## config.mk

```make
export PLATFORM = sky130hd
export DESIGN_NAME = score_keeper_flat
export DESIGN_NICKNAME = d
export VERILOG_FILES = /design/src/rtl/score_keeper_pkg.sv /design/src/rtl/score_keeper_if.sv /design/src/rtl/score_keeper_bcd_counter2.sv /design/src/rtl/score_keeper.sv /design/src/flat_wrapper.sv
export SDC_FILE = /design/constraint.sdc
export NUM_CORES = 1
export LEC_CHECK = 0
export BUFFER_PORTS_ARGS = -buffer_cell sky130_fd_sc_hd__buf_2
export CAP_MARGIN = 20
export CORE_MARGIN = 3
export CORE_UTILIZATION = 49
export DETAILED_ROUTE_END_ITERATION = 8
export HOLD_SLACK_MARGIN = 0.03
export PLACE_DENSITY = 0.75
export SLEW_MARGIN = 20
export SYNTH_ARGS = -nofsm -noshare
export SYNTH_HDL_FRONTEND = slang
export SYNTH_SLANG_ARGS = --single-unit
```

## constraint.sdc

```tcl
create_clock -name clk -period 1.65 [get_ports clk]
set_clock_uncertainty 0.05 [all_clocks]
set_input_delay 0 -clock clk [delete_from_list [all_inputs] [get_ports clk]]
set_output_delay 0 -clock clk [all_outputs]
set_load 0.05 [all_outputs]
```

## src/rtl/score_keeper_pkg.sv

```systemverilog
// rtl/score_keeper_pkg.sv - shared types and constants for the score_keeper slice
// Contents: game state enumeration, BCD digit type, BCD limits.
package score_keeper_pkg;

  typedef enum logic [1:0] {
    IDLE  = 2'd0,
    PLAY  = 2'd1,
    CHECK = 2'd2,
    OVER  = 2'd3
  } state_t;

  typedef logic [3:0] bcd_digit_t;

  localparam bcd_digit_t BCD_MAX_DIGIT = 4'd9;
  localparam logic [7:0] SCORE_MAX     = 8'h99;

endpackage

```

## src/rtl/score_keeper_if.sv

```systemverilog
// rtl/score_keeper_if.sv - game-control pulses and score/status outputs of score_keeper
// Signals:
//   start, point, miss : one-cycle input pulses from input conditioning
//   score, highScore   : BCD {tens, ones}
//   lives              : remaining lives, LIVES_W bits
//   playing            : high while a game is in progress
//   died, newHighScore : one-cycle end-of-game pulses for the face stage
// Modports: master drives the pulses, slave (score_keeper) drives the status.
interface score_keeper_if #(
  parameter int LIVES_W = 3
);

  logic               start;
  logic               point;
  logic               miss;
  logic [7:0]         score;
  logic [7:0]         highScore;
  logic [LIVES_W-1:0] lives;
  logic               playing;
  logic               died;
  logic               newHighScore;

  modport master (
    output start, point, miss,
    input  score, highScore, lives, playing, died, newHighScore
  );

  modport slave (
    input  start, point, miss,
    output score, highScore, lives, playing, died, newHighScore
  );

endinterface

```

## src/rtl/score_keeper_bcd_counter2.sv

```systemverilog
// rtl/score_keeper_bcd_counter2.sv - two-digit BCD next-value logic for the score
// Ports:
//   cur  in  8 : present BCD value {tens, ones}
//   clr  in  1 : next value is 00 (wins over inc)
//   inc  in  1 : next value is cur + 1 in BCD
//   sat  in  1 : at 99, inc holds 99 instead of wrapping to 00
//   nxt  out 8 : next BCD value
//   wrap out 1 : inc from 99 wrapped to 00
module bcd_counter2
  import score_keeper_pkg::*;
(
  input  logic [7:0] cur,
  input  logic       clr,
  input  logic       inc,
  input  logic       sat,
  output logic [7:0] nxt,
  output logic       wrap
);

  bcd_digit_t ones;
  bcd_digit_t tens;

  always_comb begin
    ones = cur[3:0];
    tens = cur[7:4];
    nxt  = cur;
    wrap = 1'b0;
    if (clr) begin
      nxt = 8'h00;
    end else if (inc) begin
      if (cur == SCORE_MAX) begin
        if (!sat) begin
          nxt  = 8'h00;
          wrap = 1'b1;
        end
      end else if (ones == BCD_MAX_DIGIT) begin
        nxt = {tens + 4'd1, 4'd0};
      end else begin
        nxt = {tens, ones + 4'd1};
      end
    end
  end

endmodule

```

## src/rtl/score_keeper.sv

```systemverilog
// rtl/score_keeper.sv - game state, BCD score, lives and retained high score
// Ports:
//   clk  : system clock, rising edge
//   rst  : asynchronous active-low reset (also clears highScore)
//   bus  : score_keeper_if.slave (start/point/miss in, status out)
// Build option: SCORE_SATURATE_EN defined -> score sticks at 99,
//               undefined -> 99 + 1 wraps to 00.
module score_keeper
  import score_keeper_pkg::*;
#(
  parameter int MAX_LIVES = 3,
  parameter int LIVES_W   = 3
) (
  input  logic           clk,
  input  logic           rst,
  score_keeper_if.slave  bus
);

`ifdef SCORE_SATURATE_EN
  localparam logic SCORE_SAT = 1'b1;
`else
  localparam logic SCORE_SAT = 1'b0;
`endif

  state_t             state;
  logic [7:0]         score_q;
  logic [7:0]         high_q;
  logic [LIVES_W-1:0] lives_q;
  logic               playing_q;
  logic               died_q;
  logic               new_high_q;

  logic [7:0]         score_nxt;
  logic               score_clr;
  logic               score_inc;
  // The wrapped value itself feeds the end-of-game compare, so the flag has no consumer here.
  logic               score_wrap_unused;

  assign score_clr = bus.start && (state == IDLE || state == OVER);
  assign score_inc = bus.point && (state == PLAY);

  bcd_counter2 u_score (
    .cur  (score_q),
    .clr  (score_clr),
    .inc  (score_inc),
    .sat  (SCORE_SAT),
    .nxt  (score_nxt),
    .wrap (score_wrap_unused)
  );

  always_ff @(posedge clk or negedge rst) begin
    if (!rst) begin
      state      <= IDLE;
      score_q    <= 8'h00;
      high_q     <= 8'h00;
      lives_q    <= '0;
      playing_q  <= 1'b0;
      died_q     <= 1'b0;
      new_high_q <= 1'b0;
    end else begin
      // Pulses default low so they last exactly one cycle even if OVER persists.
      died_q     <= 1'b0;
      new_high_q <= 1'b0;
      // The counter holds its value unless cleared on start or incremented in PLAY.
      score_q    <= score_nxt;
      case (state)
        IDLE, OVER: begin
          if (bus.start) begin
            state     <= PLAY;
            lives_q   <= LIVES_W'(MAX_LIVES);
            playing_q <= 1'b1;
          end
        end
        PLAY: begin
          if (bus.miss) begin
            lives_q <= lives_q - LIVES_W'(1);
            if (lives_q == LIVES_W'(1)) begin
              state     <= CHECK;
              playing_q <= 1'b0;
            end
          end
        end
        CHECK: begin
          // Valid two-digit BCD orders the same as plain unsigned binary.
          if (score_q > high_q) begin
            high_q     <= score_q;
            new_high_q <= 1'b1;
          end
          died_q <= 1'b1;
          state  <= OVER;
        end
        default: state <= IDLE;
      endcase
    end
  end

  assign bus.score        = score_q;
  assign bus.highScore    = high_q;
  assign bus.lives        = lives_q;
  assign bus.playing      = playing_q;
  assign bus.died         = died_q;
  assign bus.newHighScore = new_high_q;

endmodule

```

## src/flat_wrapper.sv

```systemverilog
// flat-port wrapper written by rule: the top's interface ports become plain ports
module score_keeper_flat import score_keeper_pkg::*;
#(
  parameter int MAX_LIVES = 3,
  parameter int LIVES_W   = 3
)
  (clk, rst, bus_start, bus_point, bus_miss, bus_score, bus_highScore, bus_lives, bus_playing, bus_died, bus_newHighScore);
  score_keeper_if #(.LIVES_W(LIVES_W)) bus_i ();
  input  logic clk;
  input  logic rst;
  input wire logic [$bits(bus_i.start)-1:0] bus_start;
  input wire logic [$bits(bus_i.point)-1:0] bus_point;
  input wire logic [$bits(bus_i.miss)-1:0] bus_miss;
  output wire logic [$bits(bus_i.score)-1:0] bus_score;
  output wire logic [$bits(bus_i.highScore)-1:0] bus_highScore;
  output wire logic [$bits(bus_i.lives)-1:0] bus_lives;
  output wire logic [$bits(bus_i.playing)-1:0] bus_playing;
  output wire logic [$bits(bus_i.died)-1:0] bus_died;
  output wire logic [$bits(bus_i.newHighScore)-1:0] bus_newHighScore;
  assign bus_i.start = bus_start;
  assign bus_i.point = bus_point;
  assign bus_i.miss = bus_miss;
  assign bus_score = bus_i.score;
  assign bus_highScore = bus_i.highScore;
  assign bus_lives = bus_i.lives;
  assign bus_playing = bus_i.playing;
  assign bus_died = bus_i.died;
  assign bus_newHighScore = bus_i.newHighScore;
  score_keeper #(.MAX_LIVES(MAX_LIVES), .LIVES_W(LIVES_W)) u_core (.clk(clk), .rst(rst), .bus(bus_i));
endmodule
```

==> results.cfg, run 1 <==
[sta]
hold_violations = 0
slew_headroom_pct = 63.46
setup_ws_ps = -234.8
setup_viol = 11
tightest_slew_ps = 548.1
slew_viol_final = 0
max_freq_mhz = 530.6
rsz0062_at_grt = yes
min_period_ps = 1885
hold_slack_ps = 44.81
fin_crit_sh_pct = 114.2

[detailed_routing]
initialDrtViolationCount = 44
wl_mm = 3.975
avgViaCountPerCell = 5.649
dr.pass1.iters = 4
wl_per_cell_um = 16.63
drc = 0
ant_nets = 0
via_count = 1350

[floorplan]
rows = 18
die_h_um = 59.96
initial_core_util_pct = 54.60
num_io_pins = 27
core_area_um2 = 2613
die_area_um2 = 3595
die_w_um = 59.96

[layout]
drive_gt1_share_pct = 53.59
final_area_um2 = 2098
final_cells = 239
n_antenna_cell = 0
nets = 232
area_growth_pct = 47.11

[logic_synthesis]
synth_top_cell_by_area = dfrtp_1
synth_nets = 168
synthCells = 146
syn_avg_cell_area_um2 = 9.770
ys.flop_type = dfrtp_1
synth_edf_count = 0
synth.distinct_cells = 30
postSynth.asyncResetShare_pct = 100.0
synth_warnings = 0
yosysSeqAreaShare_pct = 42.11
synth_area_um2 = 1426
yosys.area.top_type_share_pct = 42.11
ys_ff_latch = 24
yosys-top-cells-area = dfrtp_1 (42%), ha_1 (15%), inv_1 (5.5%)

[grt]
grt_pass1_wl_mm = 6.147
grt_pass1_vias = 1364
overflow = 0
antenna_found_initial = 0
track_usage_pct = 23.03
grt_max_degree = 25

[clock_tree]
numCtsBuffers = 3
clk_latency_ps = 310
root_buffer = clkbuf_4
cts_tree = yes
clock-sinks = 24
htree_num_levels = 1
clockBufferDepth = 2
cts.clk_slew.worst_paths_ps = 130

[placement]
place_inst = 224
gp_congestion = 0.7712
pre_cts_ws_ps = -176.4
dp_hpwl_mm = 2.749
portBuffers = 26
placed_area_um2 = 1874

[setup_path]
path_depth = 9
crit_chain = inv_2 > ha_4 > nor2b_1 > o211ai_1 > nand3_2 > o2111ai_4 > buf_12 > buf_4 > mux2i_1
endpoint_kind = flop
cp.arrival_ps = 2060
cp_max_fo = 8
required_ps = 1830
cp-start-kind = flop
critPathBufInv = 3
slowest_delay_ps = 440
cp_top_family = flip-flops
reg2reg_slack_ps = -230
r2r_cells = 9
reg2reg_from = u_core.bus.highScore[1]
r2r_end = u_core.bus.highScore[6]
setup.worst_path.class = reg2reg
slowest_stage = dfrtp_2

[hold_path]
hold_end = u_core.bus.lives[0]
hold_path_depth = 4
hold_class = in2reg
min_from = bus_start

[outcome]
status = finished with violations
violations = negative setup slack

[pwr]
totalPowerFinal_mw = 3.051
power.density_nw_per_um2 = 1454
p_leak_nw = 1.030
ir_drop_v = 0.001595

[flow_run]
maxCapViolations = 0
==> worst reg2reg max path, stage by stage, from the launching register on <==
cell and delay, ps:
dfrtp_2 440, inv_2 70, ha_4 190, nor2b_1 120, o211ai_1 210, nand3_2 130
o2111ai_4 90, buf_12 160, buf_4 120, mux2i_1 220
==> routing by layer <==
layer | up-vias | global-route usage [%] | share of wire (%)
met5 | - | 0 | 0
met4 | 0 | 7.911 | 3.1
met2 | 42 | 43.06 | 53
met1 | 657 | 26.55 | 40
li1 | 639 | - | -
met3 | 12 | 2.808 | 3.9
==> flip-flops by register name, indices dropped and copies added (netlist names) <==
signal,flops
u_core.bus.newHighScore,1
u_core.state,2
u_core.bus.playing,1
u_core.bus.score,8
u_core.bus.lives,3
u_core.bus.died,1
u_core.bus.highScore,8
==> Yosys cell counts, drive strengths merged, types with 2 or more instances <==
cell type,number
dfrtp,24
nor2,6
a211o,2
a21oi,12
ha,17
o21ai,14
mux2,5
a31oi,3
nand3,8
nor3,3
nand2,10
o31ai,2
mux2i,4
inv,21
nand4,3
==> what timing repair did <==
action                                  in CTS  in global routing
hold buffers                                 2                  0
gates resized for setup                      9                 12
setup buffers                                4                  6
endpoints found under the setup margin      12                 20
endpoints found under the hold margin       26                  0
pin swaps                                    6                  7
gates cloned                                 0                  0
==> layout make-up <==
| cell class | instances | area [um2] |
|---|---|---|
| clock buffer | 4 | 26.28 |
| multi-input combinational | 99 | 910.9 |
| timing repair buffer | 61 | 421.7 |
| fill | 161 | 514.2 |
| tap | 30 | 37.54 |
| inverter | 21 | 81.33 |
| sequential | 24 | 620.6 |
==> worst max-delay path by stage <==
| stage | slack, ps | startpoint | to |
|---|---|---|---|
| final | -230 | u_core.bus.highScore[1] | u_core.bus.highScore[6] |
| after global routing | -320 | u_core.bus.highScore[1] | u_core.bus.highScore[6] |
| after CTS | -170 | u_core.bus.score[7] | u_core.bus.highScore[6] |
| after detailed placement | -180 | u_core.bus.highScore[1] | u_core.bus.highScore[2] |
| after global placement | -120 | u_core.bus.highScore[1] | u_core.bus.highScore[0] |
| after floorplan | -280 | u_core.bus.highScore[7] | u_core.bus.highScore[0] |
==> power by group <==
part	leakage [nW]	internal, mW	switching, mW
Sequential	0.289	0.714	0.112
Combinational	0.725	0.823	1.12
Clock	0.0150	0.0943	0.184
==> cell usage in the layout, fill, tap and decap left out, drive strengths merged, types with 5 or more instances in the layout <==
master	count
dfrtp	24
nand3	8
mux2	5
ha	17
inv	21
nor2	6
o21ai	14
a21oi	12
nand2	10
buf	59
==> metrics by stage <==
stage,utilization (%),TNS (ps)
3_5_place_dp,71.74,-1475
3_3_place_gp,71.74,-883.7
4_1_cts,76.53,-1355
2_1_floorplan,-,-1759
6_report,80.32,-1759
5_1_grt,80.32,-2540
==> cell families (layout without fill, tap and decap cells) <==
logic type	after synthesis	count (layout)	synth area share, %
AOI/OAI and AO/OA	39	39	18.33
muxes	9	9	6.754
buffers and inverters	23	86	6.228
and+or+nand+nor	34	34	11.67
DFF	24	24	42.11
adders and majority gates	17	17	14.91
No activity file was read; power rests on OpenSTA's default activity.
==> run 2: changes to the inputs <==
- CORE_ASPECT_RATIO: not set -> 1.2
==> results.cfg, run 2 (synthesized netlist as in run 1, its figures left out) <==
[layout]
nets = 232
n_antenna_cell = 0
drive_gt1_share_pct = 54.07
mostFrequentLayoutCells = buf_4 (27), buf_2 (26), dfrtp_2 (17)
multi_input_area_um2 = 902.1
final_cells = 242
final_area_um2 = 2110
fillerInstances = 172
finish.utilization_pct = 79.53
ff_latch_area_um2 = 621.8
mostFrequentLayoutCell = buf_4
area_growth_pct = 47.89

[grt]
grt_max_degree = 25
antenna_found_initial = 0
grt_pass1_vias = 1346
track_usage_pct = 20.84
grt_pass1_wl_mm = 6.161
overflow = 0

[setup_path]
r2r_end = u_core.bus.highScore[7]
critical_path.startpoint = u_core.bus.highScore[1]
setup.worst_path.class = reg2reg
critPathCapture = u_core.bus.highScore[7]
cp.arrival_ps = 2110
endpoint_kind = flop
reg2reg_slack_ps = -280
required_ps = 1830
cp-start-kind = flop
cp_max_fo = 8
r2r_cells = 8
reg2reg_from = u_core.bus.highScore[1]

[pwr]
totalPowerFinal_mw = 3.151
ir_drop_v = 0.001252
power.density_nw_per_um2 = 1494
p_leak_nw = 1.037

[placement]
portBuffers = 26
pre_cts_ws_ps = -251.3
placed_area_um2 = 1861
dp_hpwl_mm = 2.665
gp_congestion = 0.7869
place_inst = 223

[hold_path]
hold_class = in2async

[sta]
min_period_ps = 1933
tightest_slew_ps = 545.3
hold_slack_ps = 121.3
setup_ws_ps = -283.1
setup_viol = 10
slew_viol_final = 0
rsz0062_at_grt = yes
fin_crit_sh_pct = 117.2
hold_violations = 0
slew_headroom_pct = 63.65
max_freq_mhz = 517.3
setup_tns_ps = -2096

[clock_tree]
clockBufferDepth = 2
cts.clk_slew.worst_paths_ps = 140
htree_num_levels = 1
clock-sinks = 24
root_buffer = clkbuf_4
numCtsBuffers = 3
cts_tree = yes
clk_latency_ps = 330

[detailed_routing]
drc = 0
dr.pass1.iters = 4
initialDrtViolationCount = 30
avgViaCountPerCell = 5.492
via_count = 1329
ant_nets = 0
wl_per_cell_um = 16.23
wl_mm = 3.927

[floorplan]
die_area_um2 = 3597
die_h_um = 65.10
num_io_pins = 27
initial_core_util_pct = 53.77
core_area_um2 = 2653
rows = 20
die_w_um = 55.25

[outcome]
violations = negative setup slack
status = finished with violations

[flow_run]
maxCapViolations = 0
run 2: changes by cell type in the layout (fill, tap and decap cells not counted), moves of 2 or more:
cell / change
buf_4: -2
dlygate4sd3_1: +2
nor2_1: -2
nor2_2: +2
o21ai_0: -2
o21ai_1: +3
run 2: where the power goes:
| group | total, mW | internal [mW] | switching (mW) | leakage (nW) |
|---|---|---|---|---|
| combinational | 2.00 | 0.858 | 1.14 | 0.728 |
| clock | 0.324 | 0.135 | 0.189 | 0.0210 |
| sequential | 0.824 | 0.716 | 0.108 | 0.289 |
run 2: worst min-delay path by stage:
stage,cells past startpoint,slack (ps),start,to
after global routing,2,160,rst,u_core.bus.newHighScore
after CTS,2,130,rst,u_core.bus.newHighScore
after global placement,1,-40,rst,u_core.bus.died
final,2,120,rst,u_core.bus.highScore[3]
after floorplan,0,-350,rst,u_core.bus.died
after detailed placement,1,-40,rst,u_core.bus.died
run 2: what timing repair did:
| item | CTS | global route |
|---|---|---|
| pin swaps | 7 | 9 |
| hold endpoints to repair | 27 | 0 |
| endpoints found under the setup margin | 11 | 17 |
| setup buffers | 3 | 9 |
| hold buffers | 4 | 0 |
| gates resized for setup | 8 | 17 |
| gates cloned | 0 | 0 |
run 2: routing by layer:
| metal | global-route usage, % | share of wire, % |
|---|---|---|
| met2 | 42.01 | 55 |
| met5 | 0 | 0 |
| met3 | 1.965 | 3.1 |
| met4 | 6.079 | 1.3 |
| met1 | 22.67 | 40 |
run 2: worst max-delay path, stage by stage, from the launching register on:
cell	delay [ps]
dfrtp_2	430
inv_2	80
ha_4	200
nor2b_4	120
o211ai_1	240
nand3_2	150
o2111ai_4	100
buf_12	160
mux2_4	300
run 2: cell type report:
cell class	instances	area share, %
Clock buffer	4	1.720
Inverter	21	3.855
Multi-Input combinational cell	99	42.76
Sequential cell	24	29.48
Tap cell	33	1.957
Timing Repair Buffer	61	20.23
==> run 3: changes to the inputs <==
- PLACE_DENSITY: 0.75 -> 0.74
==> results.cfg, run 3 (synthesized netlist as in run 1, its figures left out) <==
[clock_tree]
root_buffer = clkbuf_4
clock-sinks = 24
cts.clk_slew.worst_paths_ps = 150
clk_latency_ps = 320
clockBufferDepth = 2
numCtsBuffers = 3
htree_num_levels = 1
cts_tree = yes

[setup_path]
reg2reg_from = u_core.bus.score[7]
required_ps = 1820
cp.arrival_ps = 2070
cp_max_fo = 8
endpoint_kind = flop
cp-start-kind = flop
critical_path.startpoint = u_core.bus.score[7]
setup.worst_path.class = reg2reg

[layout]
final_cells = 236
n_antenna_cell = 0
nets = 226
ff_latch_area_um2 = 620.6
multi_input_area_um2 = 929.6
area_growth_pct = 47.02
mostFrequentLayoutCell = buf_2
final_area_um2 = 2097
mostFrequentLayoutCells = buf_2 (26), buf_4 (24), dfrtp_2 (16)
drive_gt1_share_pct = 53.20
fillerInstances = 184

[sta]
slew_headroom_pct = 61.92
min_period_ps = 1898
fin_crit_sh_pct = 115.0
rsz0062_at_grt = yes
tightest_slew_ps = 571.1
hold_violations = 0
slew_viol_final = 0
max_freq_mhz = 526.8
setup_ws_ps = -248.1
setup_viol = 10

[placement]
place_inst = 221
gp_congestion = 0.7850
dp_hpwl_mm = 2.735
portBuffers = 26
placed_area_um2 = 1846
pre_cts_ws_ps = -210.0

[pwr]
power.density_nw_per_um2 = 1531
ir_drop_v = 0.001429
p_leak_nw = 1.025
totalPowerFinal_mw = 3.210

[floorplan]
rows = 20
initial_core_util_pct = 53.77
die_h_um = 65.10
die_area_um2 = 3597
num_io_pins = 27
die_w_um = 55.25
core_area_um2 = 2653

[hold_path]
min_from = bus_miss
hold_class = in2reg

[outcome]
violations = negative setup slack
status = finished with violations

[grt]
grt_pass1_vias = 1396
grt_pass1_wl_mm = 6.548
overflow = 0
track_usage_pct = 22.85
grt_max_degree = 25
antenna_found_initial = 0

[flow_run]
maxCapViolations = 0

[detailed_routing]
via_count = 1335
wl_mm = 4.046
met3WireLength_um = 179
route.met2.wl_mm = 2.151
top_layer_used = met4
avgViaCountPerCell = 5.657
wl_per_cell_um = 17.14
drc = 0
ant_nets = 0
dr.pass1.iters = 4
initialDrtViolationCount = 49
met1_length_mm = 1.564
## run 3: report_power, final
part / total, mW / internal [mW] / switching [mW]
Sequential: 0.820 / 0.714 / 0.106
Combinational: 1.95 / 0.817 / 1.13
Clock: 0.438 / 0.246 / 0.192
## run 3: worst max-delay path: stages (launching register included)
cell and delay, ps:
dfrtp_2 460, ha_4 300, nand2_1 70, o21a_1 230, nand2_2 90, o2111ai_4 140, buf_12 170, mux2_4 290
## run 3: area by class of cell
cell class / instances / area share [%]
clock buffer: 3 / 1.074
clock inverter: 1 / 1.432
inverter: 21 / 3.878
sequential: 24 / 29.59
timing repair buffer: 55 / 17.72
tap: 33 / 1.969
multi-input combinational: 99 / 44.33
## run 3: timing repair
item / in CTS / in global routing
buffers inserted: 5 / 3
hold buffers: 3 / 0
hold endpoints to repair: 27 / 0
setup endpoints to repair: 14 / 18
pin swaps: 7 / 3
gates resized for setup: 9 / 13
## run 3: layer usage
metal | global-route usage, % | vias up
li1 | - | 628
met1 | 25.16 | 631
met2 | 44.23 | 62
met3 | 2.358 | 14
met4 | 9.422 | 0
met5 | 0 | -
## run 3: path summary, 6_finish.rpt
check                                                to  slack [ps]  depth (start not counted)
worst max-delay path            u_core.bus.highScore[3]        -250                          7
worst min register to register  u_core.bus.highScore[1]         550                          2
worst min-delay path                u_core.bus.lives[1]          40                          4
max in group asynchronous       u_core.bus.highScore[1]        1000                          2
worst max register to register  u_core.bus.highScore[3]        -250                          7
min in group asynchronous               u_core.state[0]         140                          2
## run 3: metrics by stage
step                      setup TNS [ps]  util [%]  hold slack, ps
after floorplan                    -1759         -          -345.6
after global placement            -936.4     69.58          -42.44
after detailed placement           -1561     69.58          -35.88
after CTS                          -1301     75.71           30.24
after global routing               -2419     79.06           55.50
final                              -1714     79.06           41.74
